`src/rtl/rand_requester_if.sv`:
```
// rand_requester_if: burst control, generator request/response and dequeue port bundle.
// STAT_WORDS is only present when RAND_REQ_STATS_EN is defined.
interface rand_requester_if;
    logic        start;
    logic [15:0] count;
    logic        busy;
    logic        done;
    logic        req_write;
    logic [31:0] resp_read;
    logic        deq_valid;
    logic [31:0] deq_data;
    logic        deq_ready;
`ifdef RAND_REQ_STATS_EN
    logic [31:0] stat_words;
`endif
    modport slave (
        input  start, count, resp_read, deq_ready,
        output busy, done, req_write, deq_valid, deq_data
`ifdef RAND_REQ_STATS_EN
        , output stat_words
`endif
    );
    modport master (
        output start, count, resp_read, deq_ready,
        input  busy, done, req_write, deq_valid, deq_data
`ifdef RAND_REQ_STATS_EN
        , input stat_words
`endif
    );
endinterface

```
`src/rtl/rand_requester.sv`:
```
// rand_requester: issues COUNT generator requests under buffer credit and queues the 1-cycle-latency replies.
// Optional popped-word counter on STAT_WORDS enabled by RAND_REQ_STATS_EN.
module rand_requester #(
    parameter int DEPTH = 4
) (
    input logic              clk,
    input logic              rst_n,
    rand_requester_if.slave  bus
);
    localparam int AW = $clog2(DEPTH);
    typedef enum logic [1:0] {IDLE, RUN, DRAIN} state_t;
    state_t      state_q, state_d;
    logic [15:0] rem_q, rem_d;
    logic        inflight_q;
    logic        done_q, done_d;
    logic [AW:0] occ_q;
    logic [AW-1:0] wr_q, rd_q;
    logic [31:0] mem_q [DEPTH];
    logic        req, push, pop;
    // credit counts the word already requested but not yet pushed
    assign req  = state_q == RUN && rem_q != 16'd0 &&
                  (occ_q + (AW+1)'(inflight_q)) < (AW+1)'(DEPTH);
    assign push = inflight_q;
    assign pop  = occ_q != '0 && bus.deq_ready;
    always_comb begin
        state_d = state_q;
        rem_d   = rem_q;
        done_d  = 1'b0;
        case (state_q)
            IDLE: if (bus.start) begin
                state_d = bus.count != 16'd0 ? RUN : IDLE;
                rem_d   = bus.count;
                done_d  = bus.count == 16'd0;
            end
            RUN: if (req) begin
                rem_d   = rem_q - 16'd1;
                state_d = rem_q == 16'd1 ? DRAIN : RUN;
            end
            DRAIN: if (!inflight_q && occ_q == '0) begin
                state_d = IDLE;
                done_d  = 1'b1;
            end
            default: state_d = IDLE;
        endcase
    end
    always_ff @(posedge clk or negedge rst_n) begin
        if (!rst_n) begin
            state_q    <= IDLE;
            rem_q      <= '0;
            inflight_q <= 1'b0;
            done_q     <= 1'b0;
            occ_q      <= '0;
            wr_q       <= '0;
            rd_q       <= '0;
        end else begin
            state_q    <= state_d;
            rem_q      <= rem_d;
            inflight_q <= req;
            done_q     <= done_d;
            occ_q      <= occ_q + (AW+1)'(push) - (AW+1)'(pop);
            wr_q       <= wr_q + AW'(push);
            rd_q       <= rd_q + AW'(pop);
        end
    end
    always_ff @(posedge clk) begin
        if (push) mem_q[wr_q] <= bus.resp_read;
    end
`ifdef RAND_REQ_STATS_EN
    logic [31:0] stat_q;
    always_ff @(posedge clk or negedge rst_n) begin
        if (!rst_n) stat_q <= '0;
        else        stat_q <= stat_q + 32'(pop);
    end
    assign bus.stat_words = stat_q;
`endif
    assign bus.busy      = state_q != IDLE;
    assign bus.done      = done_q;
    assign bus.req_write = req;
    assign bus.deq_valid = occ_q != '0;
    assign bus.deq_data  = occ_q != '0 ? mem_q[rd_q] : '0;
endmodule

```
`src/flat_wrapper.sv`:
```
// flat-port wrapper written by rule: the top's interface ports become plain ports
module rand_requester_flat 
#(
    parameter int DEPTH = 4
)
  (clk, rst_n, bus_start, bus_count, bus_resp_read, bus_deq_ready, bus_busy, bus_done, bus_req_write, bus_deq_valid, bus_deq_data);
  rand_requester_if bus_i ();
  input logic clk;
  input logic rst_n;
  input wire logic [$bits(bus_i.start)-1:0] bus_start;
  input wire logic [$bits(bus_i.count)-1:0] bus_count;
  input wire logic [$bits(bus_i.resp_read)-1:0] bus_resp_read;
  input wire logic [$bits(bus_i.deq_ready)-1:0] bus_deq_ready;
  output wire logic [$bits(bus_i.busy)-1:0] bus_busy;
  output wire logic [$bits(bus_i.done)-1:0] bus_done;
  output wire logic [$bits(bus_i.req_write)-1:0] bus_req_write;
  output wire logic [$bits(bus_i.deq_valid)-1:0] bus_deq_valid;
  output wire logic [$bits(bus_i.deq_data)-1:0] bus_deq_data;
  assign bus_i.start = bus_start;
  assign bus_i.count = bus_count;
  assign bus_i.resp_read = bus_resp_read;
  assign bus_i.deq_ready = bus_deq_ready;
  assign bus_busy = bus_i.busy;
  assign bus_done = bus_i.done;
  assign bus_req_write = bus_i.req_write;
  assign bus_deq_valid = bus_i.deq_valid;
  assign bus_deq_data = bus_i.deq_data;
  rand_requester #(.DEPTH(DEPTH)) u_core (.clk(clk), .rst_n(rst_n), .bus(bus_i));
endmodule
```
`config.mk`:
```
export PLATFORM = sky130hd
export DESIGN_NAME = rand_requester_flat
export DESIGN_NICKNAME = d
export VERILOG_FILES = /design/src/rtl/rand_requester_if.sv /design/src/rtl/rand_requester.sv /design/src/flat_wrapper.sv
export SDC_FILE = /design/constraint.sdc
export NUM_CORES = 1
export LEC_CHECK = 0
export CORE_ASPECT_RATIO = 1.2
export CORE_UTILIZATION = 55
export DETAILED_ROUTE_END_ITERATION = 8
export PLACE_DENSITY = 0.8
export SKIP_LAST_GASP = 1
export SYNTH_ARGS = -nofsm -noshare
export SYNTH_HDL_FRONTEND = slang
export SYNTH_SLANG_ARGS = --single-unit
```
`constraint.sdc`:
```
create_clock -name clk -period 4.48 [get_ports clk]
set_clock_uncertainty 0.2 [all_clocks]
set_input_delay 0.896 -clock clk [delete_from_list [all_inputs] [get_ports clk]]
set_output_delay 0.896 -clock clk [all_outputs]
set_load 0.02 [all_outputs]
```
==> run metrics <==
main flop type after synthesis edfxtp_1; pre-CTS setup slack 1020 ps; Fin. Hold Viols 0; initial antenna violation count 1; Slew Viols, Final 0; final net count 539; sequential area share after synthesis 0.703; Sw Pwr 1.20 mW; Total Power 4.32 mW; Netlist cell types 42; setup bufs post-CTS 0; worst r2r dst u_core.rem_q[12]; Die Ht 120 um; DIE AREA 12100 um2; sequential fraction of design power 0.379; Synth async-reset ratio 0.174; status complete, no violations; Post-synth top cells edfxtp_1, and2_1, mux4_2; drt first-iter violations 176; combinational power share 0.302; total grt overflow 0; Power Internal 3.12 mW; RSZ-0062 raised after global routing no; min Tclk post-route 3820 ps; P_leak 2.84 nW; critical path data arrival time 2730 ps; Placed Cells 614; Finished Cell Area 8050 um2; CTS buffer count 17; Avg WL per Cell 18.8 um; cell area power density 537 nW/um2; critical path launch point type flop; top cell type's share of synthesized area 0.598; CTS tree done; Synth Instances 386; Synth area leaders edfxtp_1, mux4_2, dfrtp_1, and2_1, a21oi_1; cts hold-fix bufs 0; Yosys top cell by area edfxtp_1; Setup TNS 0 ps; Std-Cell Rows 42; Fin Hold WS 322 ps; Initial Utilization 0.574; RePlAce Congestion 0.819; Vias 3714; clock root buffer clkbuf_16; maximum clock insertion buffer count 2; Post-Layout Cell Count 646; Worst Path Max Fanout 18; Least-Margin Pin Slew 1140 ps; Syn Area/Cell 16.7 um2; number of flops mapped to enable cells by yosys 128; Vias/cell 5.75; critical path cell sequence buf_4 -> mux4_2 -> and2_1 -> clkdlybuf4s50_1; Area Overhead vs Synth 25.2%; worst reg-to-reg setup slack 1770 ps; IO Count 88; First-pass DRT Iterations 5; Routed WL 12200 um; port buffer count 87; most numerous cell in the Yosys netlist edfxtp_1; Worst-path clk slew 60 ps; die width 101 um; Worst path max stage delay 730 ps; first-pass GRT wire length 19800 um; share of cells above drive strength 1 0.163; DRC Markers 0; Rel. slew slack 0.239; Synth Register Bits 155; Ys Warns 0; post-synthesis cell area 6430 um2; insertion delay of the later-clocked pin in the worst-skew pair 410 ps; kind of critical path reg -> out; # diodes 0; largest net degree at the start of global routing 40; Min-Delay Path Class reg -> reg; final core occ 0.719; placed inst area 7470 um2; peak supply drop 0.257 mV; Critical Path Sink Type primary output; Antenna Nets Post-Route 0; switching portion of total power 0.278; Highest Clock Rate 262 MHz; Mapped Nets 446; Setup crit end bus_deq_data[9]; fin crit share 0.853; post-DP HPWL 7630 um; CP Launch Point u_core.rd_q[0]; final worst slack 658 ps; core box area 11200 um2; clock sinks 155; worst r2r src u_core.inflight_q; Tot GR Track Use 0.223; post-CTS sizing 0; Worst R2R Path Depth 7; vias in the first global route 3943; H-tree depth 4; Crit-path slowest cell dfrtp_2; CP Data Required Time 3380 ps; clock group share of total power 0.319; Setup-failing EPs final 0; max cap viols 0
-- worst min path at each step --
stage                 startpoint               to  slack, ps  cells past startpoint
6_report       u_core.state_q[0]  u_core.bus.done        320                      1
5_1_grt        u_core.state_q[0]  u_core.bus.done        340                      1
4_1_cts        u_core.state_q[0]  u_core.bus.done        310                      1
3_5_place_dp   u_core.state_q[0]  u_core.bus.done        300                      1
3_3_place_gp   u_core.state_q[0]  u_core.bus.done        270                      1
2_1_floorplan  u_core.state_q[0]  u_core.bus.done        260                      1
-- final cells by class --
class	count	area (um2)
clock buffer	19	433
clock inverter	13	144
fill	719	3150
inverter	7	26.3
multi-input combinational	205	1810
sequential	155	4520
tap	154	193
timing repair buffer	93	916
-- kinds of logic (layout without fill, tap and decap cells) --
family                   after synthesis  count (layout)  synth area share
buffers and inverters                 26             132            0.0183
multiplexers                          32              32             0.112
AO/OA/AOI/OAI                         56              56            0.0496
XOR/XNOR                               4               4           0.00545
flip-flops                           155             155             0.703
adder cells (fa/ha/maj)                8               8            0.0156
AND/OR/NAND/NOR                      105             105            0.0958
-- power groups by stage --
stage	Combinational [mW]	Sequential [mW]	Clock (mW)
final	1.30	1.64	1.38
after global routing	1.39	1.65	1.46
after CTS	1.32	1.64	1.40
after detailed placement	1.32	1.67	0
after global placement	1.30	1.67	0
after floorplan	0.838	1.62	0
-- registers in the layout, summed over array words and instances (netlist names) --
signal             flops
u_core.bus.done        1
u_core.state_q         2
u_core.inflight_q      1
u_core.rem_q          16
u_core.rd_q            2
u_core.mem_q         128
u_core.wr_q            2
u_core.occ_q           3
-- worst max-delay path, delay by kind of cell, from the launching register on --
kind,cells,cell delay [ps]
buffers and inverters,2,860
DFF,1,730
muxes,1,530
and+or+nand+nor,1,200
-- cells in the final DEF (no fill, tap or decap), types with 6 or more instances in the layout --
cell type	n
edfxtp_1	128
clkdlybuf4s50_1	87
and2_1	33
mux4_2	32
a21oi_1	29
dfrtp_1	26
nand2_1	21
clkbuf_16	17
o21ai_0	11
nor2_1	9
ha_1	8
inv_1	7
nor4_1	7
o22ai_1	6
buf_4	6
-- per-layer routing --
metal	GRT usage	wire length, um
met4	0.105	335
met3	0.0538	634
met5	0	0
met2	0.385	6460
met1	0.262	4730
No activity file was read; power rests on OpenSTA's default activity.
